<file path="config.mk">
export PLATFORM = sky130hd
export DESIGN_NAME = adc_acq_ctrl
export DESIGN_NICKNAME = d
export VERILOG_FILES = /design/src/rtl/adc_acq_ctrl.sv
export SDC_FILE = /design/constraint.sdc
export NUM_CORES = 1
export LEC_CHECK = 0
export ABC_AREA = 1
export CORE_MARGIN = 2
export CORE_UTILIZATION = 45
export DETAILED_ROUTE_END_ITERATION = 8
export PLACE_DENSITY = 0.68
export SETUP_SLACK_MARGIN = 0.2
export SKIP_LAST_GASP = 1
export SLEW_MARGIN = 25
export SYNTH_ARGS = -nofsm -noshare
export SYNTH_HDL_FRONTEND = slang
export SYNTH_SLANG_ARGS = --single-unit
</file>
<file path="constraint.sdc">
create_clock -name clk -period 5.6 [get_ports clk]
set_input_delay 0.84 -clock clk [delete_from_list [all_inputs] [get_ports clk]]
set_output_delay 0.84 -clock clk [all_outputs]
set_load 0.02 [all_outputs]
</file>
<file path="src/rtl/adc_acq_ctrl.sv">
`timescale 1ns/1ps
// adc_acq_ctrl
// ------------
// Acquisition sequencer for the dual-channel ADC capture path. It runs in the
// ADC sample clock domain and does the following:
// - enables the capture block;
// - writes packed {ch2,ch1} samples into a circular sample RAM;
// - fills the pre-trigger window, then waits for a level/edge trigger or an
//   auto-trigger timeout;
// - counts the post-trigger samples;
// - publishes the record start address and the trigger address to the reader.
//
// Ports
//   clk, rst_n        sample clock, asynchronous active-low reset
//   start, abort      one-cycle command pulses (arm / return to IDLE)
//   rd_done           one-cycle pulse from the reader: buffer consumed
//   cfg_*             record configuration, latched on arm
//   ch1_data/ch2_data samples from the capture block, qualified by data_valid
//   cap_enable        capture block enable
//   wr_en/wr_addr/wr_data  registered RAM write port
//   trig_addr/start_addr   trigger sample address, first sample of record
//   forced            record was closed by the auto-trigger timeout
//   busy, done        status levels
//   state_o           current FSM state (debug/observability)
//
// Handshake semantics: there is no back-pressure. Every cycle with data_valid
// high while capturing (PRE/ARMED/POST) produces exactly one RAM write.
// wr_en/wr_addr/wr_data for that write appear one cycle later and are valid
// for that single cycle only. start, abort and rd_done are single-cycle pulses
// sampled on the rising clock edge. abort beats every other input.

module adc_acq_ctrl #(
    parameter int ADDR_W = 10,
    parameter int DATA_W = 10,
    parameter int TO_W   = 16
) (
    input  logic                  clk,
    input  logic                  rst_n,
    input  logic                  start,
    input  logic                  abort,
    input  logic                  rd_done,
    input  logic                  cfg_single,
    input  logic                  cfg_auto,
    input  logic                  cfg_trig_ch,
    input  logic                  cfg_trig_fall,
    input  logic [DATA_W-1:0]     cfg_level,
    input  logic [ADDR_W:0]       cfg_length,
    input  logic [ADDR_W-1:0]     cfg_pretrig,
    input  logic [TO_W-1:0]       cfg_timeout,
    input  logic [DATA_W-1:0]     ch1_data,
    input  logic [DATA_W-1:0]     ch2_data,
    input  logic                  data_valid,
    output logic                  cap_enable,
    output logic                  wr_en,
    output logic [ADDR_W-1:0]     wr_addr,
    output logic [2*DATA_W-1:0]   wr_data,
    output logic [ADDR_W-1:0]     trig_addr,
    output logic [ADDR_W-1:0]     start_addr,
    output logic                  forced,
    output logic                  busy,
    output logic                  done,
    output logic [2:0]            state_o
);

    localparam logic [2:0] S_IDLE  = 3'd0;
    localparam logic [2:0] S_PRE   = 3'd1;
    localparam logic [2:0] S_ARMED = 3'd2;
    localparam logic [2:0] S_POST  = 3'd3;
    localparam logic [2:0] S_DONE  = 3'd4;

    localparam logic [ADDR_W:0]   DEPTH_L = {1'b1, {ADDR_W{1'b0}}};
    localparam logic [ADDR_W:0]   ONE_L   = {{ADDR_W{1'b0}}, 1'b1};
    localparam logic [ADDR_W-1:0] ONE_A   = {{(ADDR_W-1){1'b0}}, 1'b1};
    localparam logic [TO_W-1:0]   ONE_T   = {{(TO_W-1){1'b0}}, 1'b1};

    // Registers
    logic [2:0]          state_q,     state_d;
    logic                single_q,    single_d;
    logic                auto_q,      auto_d;
    logic                trig_ch_q,   trig_ch_d;
    logic                trig_fall_q, trig_fall_d;
    logic [DATA_W-1:0]   level_q,     level_d;
    logic [ADDR_W:0]     length_q,    length_d;
    logic [ADDR_W-1:0]   pretrig_q,   pretrig_d;
    logic [TO_W-1:0]     timeout_q,   timeout_d;
    logic [ADDR_W:0]     cnt_q,       cnt_d;       // PRE fill count / POST remaining
    logic [TO_W-1:0]     to_cnt_q,    to_cnt_d;
    logic [DATA_W-1:0]   prev_q,      prev_d;
    logic                prev_vld_q,  prev_vld_d;
    logic [ADDR_W-1:0]   ptr_q,       ptr_d;       // address of the next write
    logic                cap_en_q,    cap_en_d;
    logic                wr_en_q,     wr_en_d;
    logic [ADDR_W-1:0]   wr_addr_q,   wr_addr_d;
    logic [2*DATA_W-1:0] wr_data_q,   wr_data_d;
    logic [ADDR_W-1:0]   trig_addr_q, trig_addr_d;
    logic [ADDR_W-1:0]   start_addr_q, start_addr_d;
    logic                forced_q,    forced_d;

    // Sanitised configuration as it would be latched this cycle
    logic [ADDR_W:0]     len_san;
    logic [ADDR_W-1:0]   pre_san;

    always_comb begin
        len_san = cfg_length;
        if (cfg_length == '0 || cfg_length > DEPTH_L) begin
            len_san = DEPTH_L;
        end
        pre_san = cfg_pretrig;
        if ({1'b0, cfg_pretrig} >= len_san) begin
            pre_san = ADDR_W'(len_san - ONE_L);
        end
    end

    // Trigger detection on the selected channel
    logic [DATA_W-1:0]   smp;
    logic                rise_hit;
    logic                fall_hit;
    logic                real_hit;
    logic                to_hit;
    logic [ADDR_W:0]     rem_after;

    assign smp       = trig_ch_q ? ch2_data : ch1_data;
    assign rise_hit  = prev_vld_q && (prev_q < level_q) && (smp >= level_q);
    assign fall_hit  = prev_vld_q && (prev_q > level_q) && (smp <= level_q);
    assign real_hit  = trig_fall_q ? fall_hit : rise_hit;
    // to_cnt_q holds the number of ARMED samples already seen, so with a
    // timeout of N the (N+1)-th sample is the forced trigger.
    assign to_hit    = auto_q && (to_cnt_q == timeout_q);
    // Post-trigger samples still to write after the trigger sample itself
    assign rem_after = length_q - {1'b0, pretrig_q} - ONE_L;

    logic                do_write;
    logic                do_latch;
    logic                do_arm;
    logic [ADDR_W-1:0]   pretrig_eff;

    always_comb begin
        state_d      = state_q;
        single_d     = single_q;
        auto_d       = auto_q;
        trig_ch_d    = trig_ch_q;
        trig_fall_d  = trig_fall_q;
        level_d      = level_q;
        length_d     = length_q;
        pretrig_d    = pretrig_q;
        timeout_d    = timeout_q;
        cnt_d        = cnt_q;
        to_cnt_d     = to_cnt_q;
        prev_d       = prev_q;
        prev_vld_d   = prev_vld_q;
        ptr_d        = ptr_q;
        cap_en_d     = cap_en_q;
        wr_en_d      = 1'b0;
        wr_addr_d    = wr_addr_q;
        wr_data_d    = wr_data_q;
        trig_addr_d  = trig_addr_q;
        start_addr_d = start_addr_q;
        forced_d     = forced_q;
        do_write     = 1'b0;
        do_latch     = 1'b0;
        do_arm       = 1'b0;
        pretrig_eff  = pretrig_q;

        if (abort) begin
            state_d  = S_IDLE;
            cap_en_d = 1'b0;
        end else begin
            case (state_q)
                S_IDLE: begin
                    if (start) begin
                        do_latch = 1'b1;
                    end
                end
                S_PRE: begin
                    if (data_valid) begin
                        do_write = 1'b1;
                        cnt_d    = cnt_q + ONE_L;
                        if (cnt_q + ONE_L == {1'b0, pretrig_q}) begin
                            state_d = S_ARMED;
                        end
                    end
                end
                S_ARMED: begin
                    if (data_valid) begin
                        do_write   = 1'b1;
                        prev_d     = smp;
                        prev_vld_d = 1'b1;
                        to_cnt_d   = to_cnt_q + ONE_T;
                        if (real_hit || to_hit) begin
                            trig_addr_d  = ptr_q;
                            start_addr_d = ptr_q - pretrig_q;
                            forced_d     = ~real_hit;
                            if (rem_after == '0) begin
                                state_d  = S_DONE;
                                cap_en_d = 1'b0;
                            end else begin
                                cnt_d   = rem_after;
                                state_d = S_POST;
                            end
                        end
                    end
                end
                S_POST: begin
                    if (data_valid) begin
                        do_write = 1'b1;
                        cnt_d    = cnt_q - ONE_L;
                        if (cnt_q == ONE_L) begin
                            state_d  = S_DONE;
                            cap_en_d = 1'b0;
                        end
                    end
                end
                S_DONE: begin
                    if (start) begin
                        do_latch = 1'b1;
                    end else if (!single_q && rd_done) begin
                        do_arm = 1'b1;
                    end
                end
                default: begin
                    state_d  = S_IDLE;
                    cap_en_d = 1'b0;
                end
            endcase
        end

        if (do_write) begin
            wr_en_d   = 1'b1;
            wr_addr_d = ptr_q;
            wr_data_d = {ch2_data, ch1_data};
            ptr_d     = ptr_q + ONE_A;
        end

        if (do_latch) begin
            single_d    = cfg_single;
            auto_d      = cfg_auto;
            trig_ch_d   = cfg_trig_ch;
            trig_fall_d = cfg_trig_fall;
            level_d     = cfg_level;
            length_d    = len_san;
            pretrig_d   = pre_san;
            timeout_d   = cfg_timeout;
            pretrig_eff = pre_san;
            do_arm      = 1'b1;
        end

        // Arming keeps the write pointer so consecutive records are contiguous
        if (do_arm) begin
            cnt_d      = '0;
            to_cnt_d   = '0;
            prev_vld_d = 1'b0;
            forced_d   = 1'b0;
            cap_en_d   = 1'b1;
            state_d    = (pretrig_eff == '0) ? S_ARMED : S_PRE;
        end
    end

    always_ff @(posedge clk or negedge rst_n) begin
        if (!rst_n) begin
            state_q      <= S_IDLE;
            single_q     <= 1'b0;
            auto_q       <= 1'b0;
            trig_ch_q    <= 1'b0;
            trig_fall_q  <= 1'b0;
            level_q      <= '0;
            length_q     <= '0;
            pretrig_q    <= '0;
            timeout_q    <= '0;
            cnt_q        <= '0;
            to_cnt_q     <= '0;
            prev_q       <= '0;
            prev_vld_q   <= 1'b0;
            ptr_q        <= '0;
            cap_en_q     <= 1'b0;
            wr_en_q      <= 1'b0;
            wr_addr_q    <= '0;
            wr_data_q    <= '0;
            trig_addr_q  <= '0;
            start_addr_q <= '0;
            forced_q     <= 1'b0;
        end else begin
            state_q      <= state_d;
            single_q     <= single_d;
            auto_q       <= auto_d;
            trig_ch_q    <= trig_ch_d;
            trig_fall_q  <= trig_fall_d;
            level_q      <= level_d;
            length_q     <= length_d;
            pretrig_q    <= pretrig_d;
            timeout_q    <= timeout_d;
            cnt_q        <= cnt_d;
            to_cnt_q     <= to_cnt_d;
            prev_q       <= prev_d;
            prev_vld_q   <= prev_vld_d;
            ptr_q        <= ptr_d;
            cap_en_q     <= cap_en_d;
            wr_en_q      <= wr_en_d;
            wr_addr_q    <= wr_addr_d;
            wr_data_q    <= wr_data_d;
            trig_addr_q  <= trig_addr_d;
            start_addr_q <= start_addr_d;
            forced_q     <= forced_d;
        end
    end

    assign cap_enable = cap_en_q;
    assign wr_en      = wr_en_q;
    assign wr_addr    = wr_addr_q;
    assign wr_data    = wr_data_q;
    assign trig_addr  = trig_addr_q;
    assign start_addr = start_addr_q;
    assign forced     = forced_q;
    assign busy       = (state_q == S_PRE) || (state_q == S_ARMED) || (state_q == S_POST);
    assign done       = (state_q == S_DONE);
    assign state_o    = state_q;

endmodule
</file>
* After elaboration in Yosys (flattened, before gate mapping)
Cells that the tools add are included. Widths: inputs -> output; s select.
Word-level totals: bits in registers 155, input bits 77, logic and storage cells 145
Cells by class: add/subtract/negate cells 8, $lt $le $gt $ge 6, equality and inequality tests 22, multiplexer cells 57, bitwise gates (word level) 2, reduce and logical (&&, ||, !) cells 29
Operator list (count):
- $mux 11 | 8
- $mux 16 | 4
- $pmux 11 s3 | 1
- $mux 10 | 3
- $mux 1 | 29
- $ne 4x4->1 const B | 7
- $mux 3 | 9
- $logic_not 11->1 | 2
- $sub 11x1->11 const B | 2
- $add 16x1->16 const B | 1
- $eq 16x16->1 | 1
- $ne 3x3->1 const B | 5
- $reduce_and 7->1 | 2
- $pmux 3 s4 | 1
- $add 11x1->11 const B | 1
- $eq 11x1->1 const B | 1
- $eq 11x10->1 | 1
- $ge 10x11->1 | 1
- $gt 11x11->1 const B | 1
- $sub 11x10->11 | 1
- $add 10x1->10 const B | 1
- $ge 10x10->1 | 1
- $gt 10x10->1 | 1
- $le 10x10->1 | 1
- 23 further kinds | 39

* Depth between registers and ports, before layout
Gate-level depths: netlist of run 1.
word-level depth 10, depth in mapped cells 31

* Worst setup path after synthesis of run 1
Ideal clock, no wire load.
path type input-to-reg, start in cfg_length[9], end reg state_q[1], in the netlist state_o[1], library setup time 0.065 ns, data arrival time 3.373 ns, required time 5.535 ns, path slack 2.162 ns, cell stages on the path 25, path buffers 1, cells stage by stage or2_1 > nor2_4 > nand3_2 > a21oi_1 > inv_1 > ha_1 > nand2_1 > nor2_1 > inv_1 > nor2_1 > nand3_1 > nand3_1 > nand2_1 > nand2_1 > nand2_1 > buf_2 > nor2_1 > nor2_1 > nor2_1 > nand2_1 > nor2_2 > nand3_1 > nand2_1 > nand2_1 > nand2_1
Between the ends: longest elaborated chain between the ends 9, elaborated cells on any way between the ends 11, classes of those cells add/sub: 1; order compare: 2; mux: 5; reduce/logical: 3
Ends and longest elaborated chain:
- start, declared | line 47 | input logic [ADDR_W:0] cfg_length,
- $gt 11x11->1 or $logic_not 11->1 (tied branches) | line 105 | if (cfg_length == '0 || cfg_length > DEPTH_L) begin
- $logic_or 1x1->1 | line 105
- $mux 11 * | line 105
- $sub 10x1->10 or $ge 10x11->1 (tied branches) | line 110, 109
- $mux 10 * | line 109 | if ({1'b0, cfg_pretrig} >= len_san) begin
- $mux 10 *
- $logic_not 10->1 * | line 254 | state_d = (pretrig_eff == '0) ? S_ARMED : S_PRE;
- $mux 2 * | line 254
- $mux 3 * | line 248 | if (do_arm) begin
- end signal, assigned | line 282 | state_q <= state_d;
- end, declared | line 77 | logic [2:0] state_q, state_d;
Mark *: on every way between the ends. The rest lies on a longest branch, timed or not. A chain may end at the register's enable or synchronous reset.

* Final worst setup path of run 1
start in cfg_length[1], end reg state_q[1], in the netlist state_o[1]
Same word-level chain as after synthesis.

==> results.yml, run 1 <==
finish:
  antenna_cells: 0
  area_growth_pct: 23.3
  drive_above_1_share_pct: 5.10
  seq_area_um2: 3880
  multi_input_area_um2: 4790
  final_core_util_pct: 56.9
  fill_cells: 1916
  nets: 1512
timing:
  clock.fmax_mhz: 250
  skew_ns: 0.0142
  maxSlewHeadroom_pct: 41.9
  worst_pin_slew_ns: 0.871
  setup_violations: 0
  fin_crit_ns: 4.00
  finalHoldViolations: 0
  grt_setup_unrepaired: "no"
  tns_ns: 0
  drv_slew: 0
  finalCritPeriodShare_pct: 71.5
yosys:
  synthArstFlopShare_pct: 100
  yosys_warnings: 0
  synth_top_area_share_pct: 41.3
  synth-edff-count: 0
  synth_area_um2: 9400
  synth_fp_nets: 1383
  postSynthAreaPerCell_um2: 7.53
  yosysSeqAreaShare_pct: 41.3
  synth_most_common_cell: "nand2_1"
  synth_flop_cell: "dfrtp_1"
  ys_top_cells_by_count: "394 x nand2_1, 155 x dfrtp_1, 152 x inv_1"
  netlist_top_cells_area: "dfrtp_1 41%, nand2_1 16%, ha_1 7.3%, inv_1 6.1%, o21ai_0 5.9%"
  synthCells: 1249
  synth_seq_cells: 155
  synth_cell_type_count: 58
  synth.largest_area_cell: "dfrtp_1"
clock_tree:
  ctsLongestPathBuffers: 2
  path_clk_slew_ns: 0.06
  cts_sinks: 155
  cts_buffers: 17
  post_cts_resize_count: 0
  clkLatencyLatePin_ns: 0.43
  cts_root_buffer: "clkbuf_16"
  cts-htree-levels: 4
  hold_buffers: 0
  cts_setup_buffers: 0
  cts_tree: "yes"
run:
  cap_violations: 0
worst_setup_path:
  reg2reg_from: "trig_ch_q"
  cp_cell_sequence: "clkdlybuf4s50_1 > or2_1 > nor2_4 > nand3_2 > a21oi_1 > inv_1 > ha_1 > nand2_1 > nor2_1 > inv_1 > nor2_1 > nand3_1 > nand3_1 > nand2_1 > nand2_1 > nand2_1 > a21oi_1 > o21a_1 > nand2_1 > nor2_1 > nand3_1 > nand2_1 > nand2_1 > nand2_1"
  cpPeakStageDelay_ns: 0.50
  critPathSlowestCell: "clkdlybuf4s50_1"
  endpoint_kind: "flop"
  critical_path_arrival_ns: 4.37
  critPathLaunchType: "input pin"
  crit_end: "state_o[1]"
  required_ns: 5.97
  worstSetupPathType: "in2reg"
  r2r-end: "cnt_q[0]"
  crit_path_frequent_cell: "nand2_1"
  worstSetupStartpoint: "cfg_length[1]"
  crit_fanout: 12
  r2r_slack_ns: 2.27
  rr_worst_depth: 13
power:
  swShare_pct: 45.1
  p_sw_uw: 2790
  p_clk_share_pct: 18.3
  p_seq_share_pct: 31.5
  total_power_uw: 6180
  ir_drop_uv: 214
  powerDensity_nw_per_um2: 533
  cellInternalPower_uw: 3400
  leakage_uw: 0.00570
  p_comb_share_pct: 50.3
global_routing:
  grt_overflow: 0
  grt_pass1_wl_mm: 40.6
  grt_max_degree: 66
  grt_pass1_vias: 8019
  use_met3_pct: 3.40
  grt_util_met1_pct: 32.8
  grt.total_usage_pct: 23.2
  antenna_found_initial: 0
  grt-busiest-layer: "met2"
  met2_usage_pct: 36.9
die:
  core_area_um2: 20400
  die_h_um: 149
  num_rows: 52
  io_pins: 135
  die-area_um2: 22100
  die_x_um: 149
  initial_core_util_pct: 46.2
detailed_routing:
  dr.pass1.iters: 6
  drc_errors: 0
  ant_nets: 0
  drt-initial-drc-count: 587
  via_per_inst: 5.15
  drt-wirelength-per-cell_um: 15.1
  vias: 8548
  wl_mm: 25.0
hold_path:
  worstHoldPathType: "in2async"
placed_design:
  gp_congestion: 0.954
  dpl.hpwl_mm: 19.1
  portBuffers: 134
outcome:
  status: "finished, final reports clean"
-- flip-flops by register name, indices dropped and copies added (netlist names) --
signal	flops
length_q	11
wr_en	1
cnt_q	11
trig_fall_q	1
timeout_q	16
wr_addr	10
wr_data	20
pretrig_q	10
forced	1
trig_ch_q	1
auto_q	1
prev_vld_q	1
trig_addr	10
single_q	1
start_addr	10
state_o	3
ptr_q	10
cap_enable	1
prev_q	10
to_cnt_q	16
level_q	10
-- cells by family (layout without fill, tap and decap cells) --
family | after synthesis | count (layout) | share of synthesized area, %
fa+ha+maj | 57 | 57 | 7.74
xor+xnor | 44 | 44 | 4.10
compound gates | 220 | 220 | 13.4
simple gates | 581 | 581 | 25.7
flops | 155 | 155 | 41.3
buf+inv | 192 | 334 | 7.86
-- through the flow --
stage                     setup slack (ns)  std cells  hold slack (ns)  area [um2]
final                                 1.60       1661            0.398       11600
after global routing                  1.16       1661            0.447       11600
after CTS                             1.66       1661            0.425       11600
after detailed placement              1.23       1629            0.459       11000
after global placement                1.34       1629            0.448       11000
after floorplan                       2.16       1249            0.436        9400
-- layer usage --
layer	share of wire (%)	vias up
met2	45	251
li1	-	4291
met1	48	3971
met4	2.1	0
met3	4.5	35
met5	0	-
-- worst min-delay path by stage --
stage | cells past startpoint | slack, ns | to
after floorplan | 2 | 0.44 | auto_q
after global placement | 2 | 0.45 | auto_q
after detailed placement | 2 | 0.46 | auto_q
after CTS | 1 | 0.42 | state_o[2]
after global routing | 1 | 0.45 | length_q[0]
final | 1 | 0.40 | length_q[0]
-- worst max-delay path: cells and delay by family --
| family | cells | cell delay, ns |
|---|---|---|
| compound gates | 3 | 0.63 |
| fa+ha+maj | 1 | 0.29 |
| buf+inv | 3 | 0.68 |
| simple gates | 17 | 1.94 |
-- cells in the final DEF, fill, tap and decap left out, types with 3 or more instances in the layout --
| master | Yosys | routed |
|---|---|---|
| nor3_1 | 20 | 20 |
| nor2_1 | 87 | 87 |
| buf_4 | 0 | 10 |
| xor2_1 | 31 | 31 |
| ha_1 | 55 | 55 |
| a211oi_1 | 3 | 3 |
| inv_2 | 5 | 5 |
| o31ai_1 | 3 | 3 |
| inv_8 | 0 | 4 |
| xnor2_1 | 13 | 13 |
| clkbuf_16 | 0 | 17 |
| clkdlybuf4s50_1 | 0 | 133 |
| a21oi_1 | 44 | 44 |
| nand3_1 | 42 | 42 |
| a21o_1 | 3 | 3 |
| o2111ai_1 | 6 | 6 |
| clkinv_8 | 0 | 3 |
| inv_6 | 0 | 3 |
| o211ai_1 | 5 | 5 |
| a31oi_1 | 4 | 4 |
| nand2_4 | 3 | 3 |
| clkinvlp_4 | 0 | 4 |
| dfrtp_1 | 155 | 155 |
| o22ai_1 | 10 | 10 |
| o21ai_1 | 11 | 11 |
| inv_1 | 152 | 152 |
| nand2_1 | 394 | 394 |
| o21ai_0 | 111 | 111 |
| nand4_1 | 17 | 17 |
-- layout make-up --
class                      count  area share [%]
clock inverter                15            1.34
inverter                     158            5.11
multi-input combinational    902            41.3
sequential                   155            33.4
timing repair buffer         144            12.2
tap                          270            2.91
clock buffer                  17            3.67
-- power by group through the flow --
stage / Clock [uW] / Sequential [uW] / Combinational (uW)
after floorplan: 0 / 2030 / 1940
after global placement: 0 / 1950 / 3040
after detailed placement: 0 / 1950 / 3090
after CTS: 1150 / 1940 / 3110
after global routing: 1190 / 2000 / 3500
final: 1130 / 1940 / 3110
(Power assumes the default switching activity.)
==> run 2: changes to the inputs <==
--- a/config.mk
+++ b/config.mk
@@ -9,7 +9,7 @@
 export CORE_MARGIN = 2
 export CORE_UTILIZATION = 45
 export DETAILED_ROUTE_END_ITERATION = 8
-export PLACE_DENSITY = 0.68
+export PLACE_DENSITY = 0.71
 export SETUP_SLACK_MARGIN = 0.2
 export SKIP_LAST_GASP = 1
 export SLEW_MARGIN = 25
==> constraint.sdc (replaced) <==
create_clock -name clk -period 3.4 [get_ports clk]
set_input_delay 0.51 -clock clk [delete_from_list [all_inputs] [get_ports clk]]
set_output_delay 0.51 -clock clk [all_outputs]
set_load 0.02 [all_outputs]
==> run 2 against run 1 <==
Net effect: clock-buffer cell count unchanged; global-route usage up 1.1 points; die area unchanged; non-clock buffer count up 61; cell count up 3.7%; wire length up 4.3%; flip-flop and latch count unchanged; first-iteration DRC count down 1.7%; worst setup slack worse by 1.2 ns; sequential power up 64%; register-to-register slack worse by 1.9 ns; largest power group unchanged.
==> results.yml, run 2 (same netlist as run 1, synthesis figures left out) <==
timing:
  drv_slew: 0
  grt_setup_unrepaired: "yes"
  setup_violations: 0
  finalHoldViolations: 0
  skew_ns: 0.0111
  fin_crit_ns: 3.02
  hold_ws_ns: 0.130
  worst_pin_slew_ns: 0.834
  maxSlewHeadroom_pct: 44.4
  clock.fmax_mhz: 331
  finalCritPeriodShare_pct: 88.8
hold_path:
  worstHoldPathType: "in2async"
clock_tree:
  cts-htree-levels: 4
  clkLatencyLatePin_ns: 0.43
  cts_buffers: 17
  cts_sinks: 155
  path_clk_slew_ns: 0.07
  cts_root_buffer: "clkbuf_16"
  hold_buffers: 0
  ctsLongestPathBuffers: 2
  cts_tree: "yes"
finish:
  largest_reg_flops: 20
  final_common_cell: "nand2_1"
  finalInstanceArea_um2: 12300
  fill_cells: 1832
  antenna_cells: 0
  final_core_util_pct: 60.3
  area_growth_pct: 30.7
  nets: 1573
  drive_above_1_share_pct: 11.7
  final_cell_mix: "381 x nand2_1, 153 x dfrtp_1, 148 x inv_1"
worst_setup_path:
  critPathSlowestCell: "or2_1"
  crit_fanout: 6
  required_ns: 3.77
  critPathLaunchType: "input pin"
  endpoint_kind: "flop"
  crit_path_frequent_cell: "nand2_1"
  cpPeakStageDelay_ns: 0.25
  worstSetupPathType: "in2reg"
  critical_path_arrival_ns: 3.39
global_routing:
  grt_pass1_vias: 8601
  antenna_found_initial: 0
  grt.total_usage_pct: 24.4
  grt_pass1_wl_mm: 42.8
  grt_max_degree: 91
  grt_overflow: 0
power:
  leakage_uw: 0.00606
  total_power_uw: 10500
  ir_drop_uv: 467
  powerDensity_nw_per_um2: 852
die:
  die_x_um: 149
  core_area_um2: 20400
  initial_core_util_pct: 46.2
  die-area_um2: 22100
  die_h_um: 149
  io_pins: 135
  num_rows: 52
detailed_routing:
  wl_mm: 26.1
  drt-initial-drc-count: 577
  drt-wirelength-per-cell_um: 15.2
  dr.pass1.iters: 5
  vias: 8913
  via_per_inst: 5.18
  ant_nets: 0
  drc_errors: 0
run:
  cap_violations: 0
placed_design:
  dpl_cell_area_um2: 11400
  dpl.hpwl_mm: 19.8
  portBuffers: 134
  gp_congestion: 0.945
outcome:
  status: "finished, final reports clean"
==> run 2: changes by cell type in the layout (fill, tap and decap cells not counted), moves of 4 or more <==
cell	before	now
buf_4	10	62
nand2_1	394	381
nand2_2	2	13
clkdlybuf4s50_1	133	123
buf_6	1	7
clkdlybuf4s15_1	0	6
nor2_1	87	81
ha_1	55	50
ha_4	0	5
nor2_2	1	6
inv_1	152	148
inv_2	5	9
==> run 2: critical path: cells and delay by family <==
kind | cells | cell delay, ns
AOI/OAI and AO/OA | 1 | 0.17
buffers and inverters | 4 | 0.53
and+or+nand+nor | 24 | 1.95
adders and majority gates | 1 | 0.20
==> run 2: final cells by class <==
cell class / count / area, um2 / area share (%)
clock buffers: 17 / 425 / 3.46
inverters: 158 / 593 / 4.83
clock inverters: 15 / 176 / 1.44
flip-flops and latches: 155 / 3880 / 31.6
multi-input cells: 902 / 4950 / 40.3
well taps: 270 / 338 / 2.75
repair buffers: 205 / 1920 / 15.6
==> run 2: repair_timing <==
action | CTS | global route
cloned | 0 | 0
setup endpoints to repair | 2 | 24
gates resized for setup | 23 | 48
setup buffers | 3 | 7
hold endpoints to repair | 0 | 0
pin swaps | 19 | 41
==> run 2: layer usage <==
metal  vias to the layer above  track usage (%)  routed length, um
met5                         -                0                  0
met4                         0             9.24                624
met3                        45             3.34               1160
met2                       266             40.7              12600
met1                      4182             32.4              11700
li1                       4420                -                  -
==> run 2: path summary, 6_finish.rpt <==
| kind | from | to | slack [ns] | cells after the start |
|---|---|---|---|---|
| setup / recovery | cfg_length[1] | state_o[1] | 0.38 | 30 |
| hold / removal | rst_n | single_q | 0.13 | 1 |
| setup reg to reg | trig_ch_q | cnt_q[0] | 0.39 | 15 |
| hold reg to reg | wr_data[0] | wr_data[0] | 0.48 | 2 |
| max in group asynchronous | rst_n | level_q[7] | 2.47 | 2 |
| min in group clk | wr_data[0] | wr_data[0] | 0.48 | 2 |
==> run 2: stage by stage <==
| step | setup slack (ns) | instances | TNS [ns] |
|---|---|---|---|
| after floorplan | 0.292 | 1249 | 0 |
| after global placement | -0.302 | 1680 | -0.735 |
| after detailed placement | -0.377 | 1680 | -1.18 |
| after CTS | 0.243 | 1715 | 0 |
| after global routing | 0.176 | 1722 | 0 |
| final | 0.382 | 1722 | 0 |
==> run 2: where the power goes <==
part	internal [uW]	total [uW]	switching, uW
Combinational	2220	5390	3170
Sequential	2580	3190	607
Clock	990	1890	905
Total	5790	10500	4680
==> run 3: changes to the inputs <==
--- a/config.mk
+++ b/config.mk
@@ -5,7 +5,7 @@
 export SDC_FILE = /design/constraint.sdc
 export NUM_CORES = 1
 export LEC_CHECK = 0
-export ABC_AREA = 1
+export ABC_CLOCK_PERIOD_IN_PS = 3400
 export CORE_MARGIN = 2
 export CORE_UTILIZATION = 45
 export DETAILED_ROUTE_END_ITERATION = 8
==> run 3 against run 2 <==
Net effect: fmax is 7.7% lower; critical path depth is 18 lower; cell area is 0.85% lower; sequential share of layout area is 0.26 points higher; clock power hardly changed; power is 1.5% lower; synthesized area is 1.1% lower; critical endpoint is now state_o[0]; cell count is 12% lower.
==> results.yml, run 3 <==
timing:
  maxSlewHeadroom_pct: 56.3
  finalHoldViolations: 0
  drv_slew: 0
  worst_pin_slew_ns: 0.656
  grt_setup_unrepaired: "yes"
  fin_crit_ns: 3.27
  setup_violations: 0
  finalCritPeriodShare_pct: 96.1
  skew_ns: 0.00944
  clock.fmax_mhz: 306
finish:
  area_growth_pct: 30.9
  nets: 1362
  drive_above_1_share_pct: 14.9
  final_cell_mix: "225 x nand2_1, 154 x dfrtp_1, 132 x clkdlybuf4s50_1"
  fill_cells: 1762
  finalInstanceArea_um2: 12200
  antenna_cells: 0
  fin_cells: 1511
  final_common_cell: "nand2_1"
  largest_reg_flops: 20
global_routing:
  grt_pass1_wl_mm: 40.2
  antenna_found_initial: 0
  grt_max_degree: 73
  grt_pass1_vias: 8142
  grt.total_usage_pct: 22.8
  grt_overflow: 0
clock_tree:
  cts-htree-levels: 4
  cts_sinks: 155
  cts_root_buffer: "clkbuf_16"
  cts_tree: "yes"
  clkLatencyLatePin_ns: 0.43
  path_clk_slew_ns: 0.07
  ctsLongestPathBuffers: 2
  cts_buffers: 17
  hold_buffers: 0
yosys:
  netlist_top_cells_area: "dfrtp_1 42%, nand2_1 9.1%, ha_1 7.4%, xnor2_1 5.0%, o21ai_0 4.2%"
  ys_top_cells_by_count: "225 x nand2_1, 155 x dfrtp_1, 78 x o21ai_0"
  synth_flop_cell: "dfrtp_1"
  synth_fp_nets: 1179
  synth_top_area_share_pct: 41.7
  synthArstFlopShare_pct: 100
  synth_most_common_cell: "nand2_1"
  synth-edff-count: 0
  synth.largest_area_cell: "dfrtp_1"
  synth_cell_type_count: 70
  yosys_warnings: 0
  synth_area_um2: 9300
  yosysSeqAreaShare_pct: 41.7
  postSynthAreaPerCell_um2: 8.90
  synthCells: 1045
  synth_seq_cells: 155
die:
  die_h_um: 148
  initial_core_util_pct: 46.0
  num_rows: 52
  core_area_um2: 20200
  io_pins: 135
  die-area_um2: 21800
  die_x_um: 148
detailed_routing:
  wl_mm: 24.4
  drt-wirelength-per-cell_um: 16.2
  ant_nets: 0
  vias: 8093
  dr.pass1.iters: 4
  drt-initial-drc-count: 474
  drc_errors: 0
  via_per_inst: 5.36
worst_setup_path:
  worstSetupStartpoint: "trig_ch_q"
  r2r-end: "state_o[0]"
  reg2reg_from: "trig_ch_q"
  required_ns: 3.72
  r2r_slack_ns: 0.13
  crit_fanout: 10
  endpoint_kind: "flop"
  crit_end: "state_o[0]"
  rr_worst_depth: 12
  worstSetupPathType: "reg2reg"
  critical_path_arrival_ns: 3.59
  critPathLaunchType: "flop"
run:
  cap_violations: 0
placed_design:
  dpl_cell_area_um2: 11400
  dp_cells: 1473
  dpl.hpwl_mm: 18.1
  portBuffers: 134
  gp_congestion: 0.901
power:
  leakage_uw: 0.00553
  powerDensity_nw_per_um2: 847
  total_power_uw: 10300
  ir_drop_uv: 397
hold_path:
  worstHoldPathType: "in2async"
outcome:
  status: "finished, final reports clean"
==> run 3: per-stage QoR <==
stage	setup WS (ns)	setup TNS [ns]	hold slack, ns	util [%]
finish	0.131	0	0.0848	60.2
global route	-0.0159	-0.0511	0.128	60.2
detailed placement	-0.389	-10.57	0.461	56.3
floorplan	0.274	0	0.214	-
global placement	-0.354	-9.66	0.456	56.3
CTS	0.161	0	0.109	59.5
==> run 3: where the power goes <==
part	switching (uW)	leakage [uW]	total, uW	internal [uW]
registers	605	0.00200	3120	2510
clock network	812	0.000284	1910	1100
logic	2900	0.00325	5290	2390
total	4320	0.00553	10300	6000
==> run 3: layer usage <==
metal / global-route usage, % / wire length (um)
met2: 37.0 / 11200
met5: 0 / 0
met4: 6.39 / 419
met1: 31.7 / 11600
met3: 4.07 / 1140
==> run 3: kinds of logic (layout without fill, tap and decap cells) <==
kind of cell / Yosys count / after routing / share of synthesized area [%]
and+or+nand+nor: 422 / 422 / 20.7
AOI/OAI and AO/OA: 207 / 207 / 14.1
DFF: 155 / 155 / 41.7
buffers and inverters: 90 / 286 / 4.06
xor gates and xnor gates: 77 / 77 / 7.25
adders and majority gates: 57 / 57 / 7.83
muxes: 37 / 37 / 4.34
==> run 3: worst max-delay path, cell delays in order (launching register included) <==
cell	delay, ns
dfrtp_1	0.39
buf_12	0.15
mux2_2	0.36
ha_1	0.31
nand4_1	0.14
a211oi_2	0.26
a2111oi_2	0.09
or3_1	0.33
a32oi_2	0.26
o21bai_4	0.13
buf_12	0.15
o31a_2	0.31
a211o_1	0.26
==> run 3: final cells by class <==
cell class / count / area (um2) / area share (%)
Clock buffer: 18 / 429 / 3.52
Clock inverter: 14 / 158 / 1.29
Inverter: 39 / 146 / 1.20
Multi-Input combinational cell: 800 / 5200 / 42.7
Sequential cell: 155 / 3880 / 31.8
Tap cell: 270 / 338 / 2.77
Timing Repair Buffer: 215 / 2040 / 16.7
==> run 3: timing repair <==
| action | 4_1_cts | 5_1_grt |
|---|---|---|
| endpoints found under the setup margin | 32 | 35 |
| pin swaps | 4 | 7 |
| setup buffers | 2 | 4 |
| gates resized for setup | 9 | 24 |
==> run 3: how the worst min path moves through the flow <==
stage                     from         end  slack, ns  cells after the start
floorplan                rst_n      auto_q       0.21                      0
detailed placement  wr_data[9]  wr_data[9]       0.46                      2
global route             rst_n  wr_data[3]       0.13                      1
CTS                      rst_n  wr_data[9]       0.11                      1
global placement    wr_data[0]  wr_data[0]       0.46                      2
finish                   rst_n  level_q[9]       0.08                      1
